**src/rtl/tl_ul_link_pkg.sv**
```systemverilog
// ---------------------------------------------------------------------------
// tl_ul_link_pkg
// Shared TileLink-UL beat layouts and constants for the link buffer.
//   - tl_a_beat_t / tl_d_beat_t : packed beat layouts (MSB first) at the
//     default widths (SRC_W=5, ADDR_W=32, DATA_W=32).
//   - A_W / D_W                 : packed widths of those beats (84 / 48).
//   - TL_* opcodes              : A-channel and D-channel opcode values.
// ---------------------------------------------------------------------------
package tl_ul_link_pkg;

    localparam int TL_SRC_W  = 5;
    localparam int TL_ADDR_W = 32;
    localparam int TL_DATA_W = 32;
    localparam int TL_MASK_W = TL_DATA_W / 8;

    localparam int A_W = 3 + 3 + 4 + TL_SRC_W + TL_ADDR_W + TL_MASK_W + TL_DATA_W + 1;
    localparam int D_W = 3 + 2 + 4 + TL_SRC_W + 1 + TL_DATA_W + 1;

    // A-channel opcodes
    localparam logic [2:0] TL_GET         = 3'd4;
    localparam logic [2:0] TL_PUT_FULL    = 3'd0;
    localparam logic [2:0] TL_PUT_PARTIAL = 3'd1;
    // D-channel opcodes
    localparam logic [2:0] TL_ACCESS_ACK      = 3'd0;
    localparam logic [2:0] TL_ACCESS_ACK_DATA = 3'd1;

    typedef struct packed {
        logic [2:0]           opcode;
        logic [2:0]           param;
        logic [3:0]           size;
        logic [TL_SRC_W-1:0]  source;
        logic [TL_ADDR_W-1:0] address;
        logic [TL_MASK_W-1:0] mask;
        logic [TL_DATA_W-1:0] data;
        logic                 corrupt;
    } tl_a_beat_t;

    typedef struct packed {
        logic [2:0]           opcode;
        logic [1:0]           param;
        logic [3:0]           size;
        logic [TL_SRC_W-1:0]  source;
        logic                 denied;
        logic [TL_DATA_W-1:0] data;
        logic                 corrupt;
    } tl_d_beat_t;

endpackage

```
**src/rtl/tl_buf_fifo.sv**
```systemverilog
// ---------------------------------------------------------------------------
// tl_buf_fifo
// Registered DEPTH-entry FIFO used for one TileLink channel.
// Handshake: a beat transfers on a side in any cycle where valid && ready.
// in_ready and out_valid depend only on the registered count, so there is no
// combinational path from out_ready to in_ready and no enq->out bypass.
// Ports:
//   clock, reset            clock, asynchronous active-high reset
//   in_valid/in_ready/in_bits     upstream handshake + payload
//   out_valid/out_ready/out_bits  downstream handshake + head payload
//   count                   current occupancy (0..DEPTH)
// ---------------------------------------------------------------------------
module tl_buf_fifo #(
    parameter int WIDTH = 8,
    parameter int DEPTH = 2
) (
    input  logic                   clock,
    input  logic                   reset,
    input  logic                   in_valid,
    output logic                   in_ready,
    input  logic [WIDTH-1:0]       in_bits,
    output logic                   out_valid,
    input  logic                   out_ready,
    output logic [WIDTH-1:0]       out_bits,
    output logic [$clog2(DEPTH):0] count
);

    localparam int PW = $clog2(DEPTH);
    localparam int CW = PW + 1;

    logic [WIDTH-1:0] mem [DEPTH];
    logic [PW-1:0]    wr_ptr;
    logic [PW-1:0]    rd_ptr;
    logic             enq;
    logic             deq;

    // Full blocks enqueue even if a dequeue happens in the same cycle.
    assign in_ready  = (count != CW'(DEPTH));
    assign out_valid = (count != '0);
    assign enq       = in_valid && in_ready;
    assign deq       = out_valid && out_ready;
    assign out_bits  = mem[rd_ptr];

    // Pointers wrap naturally because DEPTH is a power of two.
    always_ff @(posedge clock or posedge reset) begin
        if (reset) begin
            wr_ptr <= '0;
            rd_ptr <= '0;
            count  <= '0;
        end else begin
            if (enq) wr_ptr <= wr_ptr + PW'(1);
            if (deq) rd_ptr <= rd_ptr + PW'(1);
            case ({enq, deq})
                2'b10:   count <= count + CW'(1);
                2'b01:   count <= count - CW'(1);
                default: count <= count;
            endcase
        end
    end

    // Payload storage is intentionally not reset.
    always_ff @(posedge clock) begin
        if (enq) mem[wr_ptr] <= in_bits;
    end

endmodule

```
**src/rtl/tl_ul_link_buffer.sv**
```systemverilog
// ---------------------------------------------------------------------------
// tl_ul_link_buffer
// Two-channel TileLink-UL link buffer: an A-channel FIFO (master->slave) and
// an independent D-channel FIFO (slave->master), both fully registered.
// Optional in-flight source tracking is compiled in with the macro
// TL_UL_LINK_BUFFER_INFLIGHT_EN; otherwise inflight_cnt/inflight_err are 0.
// Ports:
//   clock, reset                          clock, async active-high reset
//   a_in_valid/a_in_ready/a_in_bits       upstream A handshake
//   a_out_valid/a_out_ready/a_out_bits    downstream A handshake
//   d_in_valid/d_in_ready/d_in_bits       D handshake from slave
//   d_out_valid/d_out_ready/d_out_bits    D handshake to master
//   a_count, d_count                      FIFO occupancy
//   inflight_cnt                          outstanding source IDs
//   inflight_err                          sticky source-tracking error
// ---------------------------------------------------------------------------
module tl_ul_link_buffer
    import tl_ul_link_pkg::*;
#(
    parameter int DEPTH  = 2,
    parameter int SRC_W  = 5,
    parameter int ADDR_W = 32,
    parameter int DATA_W = 32
) (
    input  logic                                           clock,
    input  logic                                           reset,
    input  logic                                           a_in_valid,
    output logic                                           a_in_ready,
    input  logic [3+3+4+SRC_W+ADDR_W+DATA_W/8+DATA_W+1-1:0] a_in_bits,
    output logic                                           a_out_valid,
    input  logic                                           a_out_ready,
    output logic [3+3+4+SRC_W+ADDR_W+DATA_W/8+DATA_W+1-1:0] a_out_bits,
    input  logic                                           d_in_valid,
    output logic                                           d_in_ready,
    input  logic [3+2+4+SRC_W+1+DATA_W+1-1:0]              d_in_bits,
    output logic                                           d_out_valid,
    input  logic                                           d_out_ready,
    output logic [3+2+4+SRC_W+1+DATA_W+1-1:0]              d_out_bits,
    output logic [$clog2(DEPTH):0]                         a_count,
    output logic [$clog2(DEPTH):0]                         d_count,
    output logic [SRC_W:0]                                 inflight_cnt,
    output logic                                           inflight_err
);

    localparam int AW = 3 + 3 + 4 + SRC_W + ADDR_W + DATA_W/8 + DATA_W + 1;
    localparam int DW = 3 + 2 + 4 + SRC_W + 1 + DATA_W + 1;

    tl_buf_fifo #(.WIDTH(AW), .DEPTH(DEPTH)) u_a_fifo (
        .clock     (clock),
        .reset     (reset),
        .in_valid  (a_in_valid),
        .in_ready  (a_in_ready),
        .in_bits   (a_in_bits),
        .out_valid (a_out_valid),
        .out_ready (a_out_ready),
        .out_bits  (a_out_bits),
        .count     (a_count)
    );

    tl_buf_fifo #(.WIDTH(DW), .DEPTH(DEPTH)) u_d_fifo (
        .clock     (clock),
        .reset     (reset),
        .in_valid  (d_in_valid),
        .in_ready  (d_in_ready),
        .in_bits   (d_in_bits),
        .out_valid (d_out_valid),
        .out_ready (d_out_ready),
        .out_bits  (d_out_bits),
        .count     (d_count)
    );

`ifdef TL_UL_LINK_BUFFER_INFLIGHT_EN
    // Source field offsets inside the packed beats (LSB of the field).
    localparam int A_SRC_LSB = ADDR_W + DATA_W/8 + DATA_W + 1;
    localparam int D_SRC_LSB = 1 + DATA_W + 1;

    logic [(2**SRC_W)-1:0] pend;
    logic [(2**SRC_W)-1:0] pend_nxt;
    logic [SRC_W-1:0]      a_src;
    logic [SRC_W-1:0]      d_src;
    logic                  a_deq;
    logic                  d_deq;
    logic                  inc;
    logic                  dec;
    logic                  err_set;

    // Tracking is done on the outgoing side of each FIFO: a request counts as
    // in flight once it has left toward the slave, and retires once its
    // response has been handed to the master.
    assign a_src = a_out_bits[A_SRC_LSB +: SRC_W];
    assign d_src = d_out_bits[D_SRC_LSB +: SRC_W];
    assign a_deq = a_out_valid && a_out_ready;
    assign d_deq = d_out_valid && d_out_ready;

    always_comb begin
        pend_nxt = pend;
        inc      = 1'b0;
        dec      = 1'b0;
        err_set  = 1'b0;
        if (a_deq && d_deq && (a_src == d_src)) begin
            // Same source on both channels: whichever op changes the bit wins.
            if (pend[a_src]) begin
                pend_nxt[a_src] = 1'b0;
                dec             = 1'b1;
            end else begin
                pend_nxt[a_src] = 1'b1;
                inc             = 1'b1;
            end
        end else begin
            if (a_deq) begin
                if (pend[a_src]) begin
                    err_set = 1'b1;
                end else begin
                    pend_nxt[a_src] = 1'b1;
                    inc             = 1'b1;
                end
            end
            if (d_deq) begin
                if (!pend[d_src]) begin
                    err_set = 1'b1;
                end else begin
                    pend_nxt[d_src] = 1'b0;
                    dec             = 1'b1;
                end
            end
        end
    end

    always_ff @(posedge clock or posedge reset) begin
        if (reset) begin
            pend         <= '0;
            inflight_cnt <= '0;
            inflight_err <= 1'b0;
        end else begin
            pend <= pend_nxt;
            case ({inc, dec})
                2'b10:   inflight_cnt <= inflight_cnt + (SRC_W+1)'(1);
                2'b01:   inflight_cnt <= inflight_cnt - (SRC_W+1)'(1);
                default: inflight_cnt <= inflight_cnt;
            endcase
            if (err_set) inflight_err <= 1'b1;
        end
    end
`else
    assign inflight_cnt = '0;
    assign inflight_err = 1'b0;
`endif

endmodule

```
**config.mk**
```make
export PLATFORM = sky130hd
export DESIGN_NAME = tl_ul_link_buffer
export DESIGN_NICKNAME = d
export VERILOG_FILES = /design/src/rtl/tl_ul_link_pkg.sv /design/src/rtl/tl_buf_fifo.sv /design/src/rtl/tl_ul_link_buffer.sv
export SDC_FILE = /design/constraint.sdc
export NUM_CORES = 1
export LEC_CHECK = 0
export BUFFER_PORTS_ARGS = -buffer_cell sky130_fd_sc_hd__buf_2
export CORE_MARGIN = 2
export CORE_UTILIZATION = 40
export DETAILED_ROUTE_END_ITERATION = 12
export PLACE_DENSITY_LB_ADDON = 0.3
export SLEW_MARGIN = 20
export SYNTH_ARGS = -nofsm -noshare
export SYNTH_HDL_FRONTEND = slang
export SYNTH_SLANG_ARGS = --single-unit
```
**constraint.sdc**
```tcl
create_clock -name clock -period 5.1 [get_ports clock]
set_input_delay 0.765 -clock clock [delete_from_list [all_inputs] [get_ports clock]]
set_output_delay 0.765 -clock clock [all_outputs]
set_load 0.01 [all_outputs]
```
==> results of run 1 <==
-- sequential cells by signal (all words and copies together), names as in the netlist --
register         cells
u_a_fifo.rd_ptr      1
u_a_fifo.count       2
u_d_fifo.wr_ptr      1
u_d_fifo.count       2
u_a_fifo.wr_ptr      1
u_d_fifo.mem        96
u_a_fifo.mem       168
u_d_fifo.rd_ptr      1
-- per-layer routing --
metal	vias to the layer above	global-route usage [%]	routed length [um]
li1	2362	-	-
met1	2449	15.73	7505
met2	233	23.89	8948
met3	39	6.920	2326
met4	8	4.143	488
met5	-	0	47
-- metrics by stage --
step / power, mW / cell area, um^2 / hold slack, ps / cells / setup slack [ps]
after global routing: 7.630 / 12610 / 178.0 / 1094 / 1703
after CTS: 7.378 / 12600 / 156.2 / 1093 / 1766
after global placement: 5.285 / 11680 / 489.6 / 1043 / 2407
after floorplan: 4.583 / 10000 / 460.4 / 459 / 210.4
final: 7.265 / 12620 / 171.1 / 1097 / 1851
after detailed placement: 5.345 / 11680 / 529.7 / 1043 / 2345
-- path summary, 6_finish.rpt --
kind | startpoint | endpoint | slack, ps | cells past startpoint
worst min-delay path | reset | u_a_fifo.count[1] | 170 | 2
max in group asynchronous | reset | u_a_fifo.rd_ptr | 4670 | 2
min in group clock | a_in_bits[60] | u_a_fifo.mem[1][60] | 410 | 1
worst max register to register | u_a_fifo.count[0] | u_a_fifo.mem[0][16] | 2780 | 4
worst min register to register | u_a_fifo.count[1] | u_a_fifo.count[1] | 540 | 1
worst max-delay path | u_a_fifo.rd_ptr | a_out_bits[1] | 1850 | 3
-- cell families after synthesis --
family | count (synthesis)
mux | 132
flops | 272
other cells | 1
buf+inv | 22
fa+ha+maj | 2
xor+xnor | 10
simple gates | 14
-- layout make-up --
class | instances | area (um^2)
inverter | 1 | 3.754
timing repair buffer | 281 | 1416
multi-input combinational | 165 | 1728
fill | 2025 | 11770
sequential | 272 | 8135
tap | 324 | 405.4
antenna | 4 | 10.01
clock buffer | 29 | 704.4
clock inverter | 21 | 217.7
-- worst max-delay path, cell delays in order (launching register included) --
cell	delay, ps
sky130_fd_sc_hd__dfrtp_4	950
sky130_fd_sc_hd__buf_4	460
sky130_fd_sc_hd__mux2_2	380
sky130_fd_sc_hd__buf_2	140
-- cells in the final DEF, fill, tap and decap left out, drive strengths merged --
cell type  count
clkinv        14
edfxtp       264
or2            2
bufinv         4
buf          281
dfrtp          8
xnor2          6
nand2b         2
conb           7
nand2          2
nor2           4
clkinvlp       2
mux2         132
xor2           4
ha             2
diode          4
and2           2
and3           2
clkbuf        29
inv            2
-- power breakdown --
part	internal, mW	leakage (nW)	switching, mW
Clock	1.20	0.451	0.809
Combinational	0.886	1.75	1.01
Sequential	3.07	2.54	0.292
==> impl_metrics.json, run 1 <==
{
  "synthDominantAreaCellType": "sky130_fd_sc_hd__edfxtp_1",
  "timing.final.crit_period_ps": 3249,
  "cts_tree": "built",
  "globalRoute.totalOverflow": 0,
  "synth.distinct_cells": 18,
  "ys_seq_area_share_pct": 81.46,
  "tns_ps": 0,
  "detail_route.wl_per_cell_um": 17.61,
  "tritonroute_pass_1_iters": 4,
  "grt_antenna_before_repair": 8,
  "layout.core_utilization_pct": 51.74,
  "basic_gate_share_of_the_synthesized_area_counting_and_or_nand_and_nor_cells_pct": 0.7775,
  "die-height_um": 161.9,
  "worst-slew-pin-transition_ps": 1006,
  "floorplan.io_pins": 285,
  "rsz0062_at_grt": "false",
  "max-slew-margin-rel_pct": 32.90,
  "width_of_the_die_um": 161.9,
  "grt_use_total_pct": 14.08,
  "netlist_top_cells_count": "264 x sky130_fd_sc_hd__edfxtp_1, 82 x sky130_fd_sc_hd__mux2_2, 50 x sky130_fd_sc_hd__mux2_1",
  "synthesis.yosys.warnings": 0,
  "synth.area.mux_share_pct": 14.90,
  "clk_pin_slew_ps": 60,
  "post-dp-hpwl_mm": 13.02,
  "detail-route-antenna-nets": 0,
  "timing.final.crit_share_pct": 63.70,
  "number_of_maximum_capacitance_violations": 0,
  "detail_route.iter0.violations": 218,
  "synth_compound_area_share_pct": 0,
  "synth-seq-cells": 272,
  "path_class": "flip-flop to primary output",
  "dominant_combinational_cell_family_by_area_after_synthesis": "multiplexers",
  "layout-drive-gt1-share_pct": 54.10,
  "leakagePower_nw": 4.742,
  "cts_inserted_buffers": 28,
  "post-cts-setup-buffer-count": 0,
  "grt_pass1_vias": 5473,
  "grt_pass1_wl_mm": 29.00,
  "port_buffers": 277,
  "worstSetupEndpointType": "primary output",
  "synth_ff_type": "sky130_fd_sc_hd__edfxtp_1",
  "number_of_buffers_inserted_for_hold_repair_after_clock_tree_synthesis": 0,
  "floorplan.initialDensity_pct": 40.90,
  "number_of_enable_type_register_cells_in_the_synthesized_netlist": 264,
  "startpoint_type": "flip-flop",
  "post_drt_via_cell_ratio": 4.641,
  "setup_viol_count_final": 0,
  "h-tree-depth": 1,
  "worst-path-max-fanout": 60,
  "post_synth_instance_area_um2": 9977,
  "synth_top_cells_by_area": "sky130_fd_sc_hd__edfxtp_1 79%, sky130_fd_sc_hd__mux2_2 9.3%, sky130_fd_sc_hd__mux2_1 5.6%, sky130_fd_sc_hd__dfrtp_1 2.0%, sky130_fd_sc_hd__buf_4 0.68%",
  "postSynthCellCount": 453,
  "status": "complete, no violations",
  "max-vdd-ir-drop_mv": 0.3627,
  "slew_violations": 0,
  "clockRootBuffer": "sky130_fd_sc_hd__clkbuf_16",
  "worstSkewPairLatency_ps": 540,
  "vias": 5091,
  "clock-sinks": 272,
  "finalClockSkew_ps": 8.218,
  "worst-endpoint-required_ps": 4340,
  "die_area_um2": 26220,
  "synth-async-reset-ratio_pct": 2.941,
  "grt_max_degree": 76,
  "number_of_core_rows": 57,
  "yosys.area.top_type_share_pct": 79.46,
  "timing_hold_violations_final": 0,
  "worstPathArrival_ps": 2480,
  "power_per_cell_area_nw_per_um2": 575.7,
  "most_common_cell_in_the_synthesized_netlist": "sky130_fd_sc_hd__edfxtp_1",
  "max_clock_freq_ghz": 0.3078,
  "hold_class": "input port to asynchronous set/reset pin",
  "synth.avg_cell_area_um2": 22.02,
  "place_congestion": 0.8166,
  "drc_errors": 0,
  "area_growth_syn_to_layout_pct": 26.50,
  "clk_path_buf_depth": 3,
  "design.final.nets": 889,
  "placeableCoreArea_um2": 24390,
  "wirelength_mm": 19.32,
  "synthXorXnorAreaFrac_pct": 0.8779,
  "yosys.area_share.adder_pct": 0.2508,
  "post_cts_resize_count": 0
}
Power figures use the tool's default switching activity.
==> run 2: changes to the inputs <==
==> constraint.sdc (replaced) <==
create_clock -name clock -period 3.04 [get_ports clock]
set_input_delay 0.456 -clock clock [delete_from_list [all_inputs] [get_ports clock]]
set_output_delay 0.456 -clock clock [all_outputs]
set_load 0.01 [all_outputs]
==> impl_metrics.json, run 2 (synthesis results as in run 1) <==
{
  "switchingPower_mw": 3.524,
  "hold_class": "input port to flip-flop",
  "setup_viol_count_final": 0,
  "pre_cts_slack_ps": 853.9,
  "critical_path_launch_point": "u_a_fifo.rd_ptr",
  "crit_path_max_incr_delay_ps": 850,
  "design.final.nets": 898,
  "die-height_um": 161.9,
  "finalWorstSetupSlack_ps": 379.2,
  "tightest_hold_margin_ps": 105.6,
  "place_congestion": 0.8257,
  "worst-slew-pin-transition_ps": 667.4,
  "vias": 5157,
  "combinational_share_of_power_pct": 29.1,
  "max-vdd-ir-drop_mv": 0.6802,
  "h-tree-depth": 1,
  "finalNonFillerCells": 1106,
  "reg2reg_depth": 3,
  "post-cts-setup-buffer-count": 0,
  "worstPathArrival_ps": 2200,
  "clk_path_buf_depth": 3,
  "timing.final.crit_share_pct": 87.53,
  "number_of_maximum_capacitance_violations": 0,
  "power.clock.fraction_pct": 25.2,
  "drc_errors": 0,
  "cts_inserted_buffers": 28,
  "leakagePower_nw": 4.744,
  "power_frac_seq_pct": 45.7,
  "top_regs": "u_a_fifo.mem (168), u_d_fifo.mem (96)",
  "grt_pass1_vias": 5525,
  "grt_pass1_wl_mm": 29.75,
  "width_of_the_die_um": 161.9,
  "port_buffers": 277,
  "detail-route-antenna-nets": 0,
  "area_growth_syn_to_layout_pct": 26.57,
  "critPathCapture": "a_out_bits[68]",
  "worstReg2RegEnd": "u_a_fifo.mem[1][34]",
  "placeableCoreArea_um2": 24390,
  "startpoint_type": "flip-flop",
  "globalRoute.totalOverflow": 0,
  "rsz0062_at_grt": "false",
  "post-dp-hpwl_mm": 13.69,
  "grt_max_degree": 50,
  "detail_route.iter0.violations": 207,
  "die_area_um2": 26220,
  "grt_use_total_pct": 14.46,
  "intPower_mw": 8.453,
  "worst-path-max-fanout": 46,
  "floorplan.initialDensity_pct": 40.90,
  "number_of_core_rows": 57,
  "power_per_cell_area_nw_per_um2": 948.5,
  "tritonroute_pass_1_iters": 4,
  "post_drt_via_cell_ratio": 4.663,
  "power.total_mw": 11.98,
  "max_clock_freq_ghz": 0.3758,
  "critical_path.cell_chain": "buf_4 -> mux2_1 -> buf_2",
  "clk_pin_slew_ps": 60,
  "stdcell_area_um2": 12630,
  "worst-endpoint-required_ps": 2580,
  "mostFrequentLayoutCells": "277 x sky130_fd_sc_hd__buf_2, 264 x sky130_fd_sc_hd__edfxtp_1, 82 x sky130_fd_sc_hd__mux2_2",
  "worstSetupEndpointType": "primary output",
  "detail_route.wl_per_cell_um": 17.84,
  "timing.rr.start": "u_a_fifo.count[0]",
  "p_sw_share_pct": 29.42,
  "crit_path_top_delay_cell": "sky130_fd_sc_hd__dfrtp_4",
  "tns_ps": 0,
  "largest_register_ffs": 168,
  "wirelength_mm": 19.73,
  "worstSkewPairLatency_ps": 540,
  "slew_violations": 0,
  "regToRegSetupSlack_ps": 1080,
  "layout_commonest_cell": "sky130_fd_sc_hd__buf_2",
  "top_register": "u_a_fifo.mem",
  "grt_antenna_before_repair": 5,
  "floorplan.io_pins": 285,
  "path_class": "flip-flop to primary output",
  "layout-drive-gt1-share_pct": 53.41,
  "status": "complete, no violations",
  "placed_area_um2": 11790,
  "cts_tree": "built",
  "max-slew-margin-rel_pct": 55.51,
  "filler_cells": 1997,
  "timing.final.crit_period_ps": 2661,
  "clockRootBuffer": "sky130_fd_sc_hd__clkbuf_16",
  "finalClockSkew_ps": 21.51,
  "clock-sinks": 272,
  "timing_hold_violations_final": 0,
  "dpl.cell_count": 1051,
  "layout.core_utilization_pct": 51.77
}
## run 2: changes by cell type in the layout (fill, tap and decap cells not counted), sizes merged
cell         previous run  this run
buf                   281       289
bufinv                  4         0
clkbuf                 29        39
clkinv                 14         9
clkinvlp                2         1
diode                   4         5
dlygate4sd3             0         1
inv                     2         1
## run 2: worst min path at each step
stage / end / start / depth (start not counted)
final: u_d_fifo.mem[0][21] / d_in_bits[21] / 1
after global routing: u_d_fifo.mem[0][13] / d_in_bits[13] / 1
after CTS: u_d_fifo.mem[1][21] / d_in_bits[21] / 1
after detailed placement: u_a_fifo.count[1] / reset / 2
after global placement: u_a_fifo.count[1] / reset / 2
after floorplan: u_a_fifo.count[0] / reset / 1
## run 2: routing by layer
layer / vias up / routed length [um] / GRT usage, %
li1: 2388 / - / -
met5: - / 11 / 0
met1: 2490 / 7749 / 17.32
met2: 243 / 9269 / 24.22
met4: 2 / 489 / 4.224
met3: 34 / 2214 / 5.822
## run 2: power groups by stage
stage,Clock [mW],Sequential (mW),Combinational (mW)
floorplan,0,5.39,2.26
global placement,0,5.52,3.44
detailed placement,0,5.57,3.51
CTS,3.12,5.49,3.55
global route,3.26,5.57,3.76
finish,3.02,5.48,3.48
## run 2: worst max-delay path, delay by kind of cell, from the launching register on
kind	cells	cell delay (ps)
flip-flops	1	850
multiplexers	1	350
buffers and inverters	2	480
## run 2: cell type report
| type | instances | area [um^2] | area share (%) |
|---|---|---|---|
| antenna | 5 | 12.51 | 0.09908 |
| clock buffer | 39 | 763.2 | 6.044 |
| clock inverter | 10 | 50.05 | 0.3963 |
| sequential | 272 | 8133 | 64.40 |
| tap | 324 | 405.4 | 3.210 |
| inverter | 1 | 3.754 | 0.02972 |
| multi-input combinational | 165 | 1724 | 13.65 |
| timing repair buffer | 290 | 1536 | 12.17 |
## run 2: timing repair
item | in CTS | in global routing
endpoints found under the hold margin | 8 | 0
hold buffers | 1 | 0
resized for setup | 0 | 0
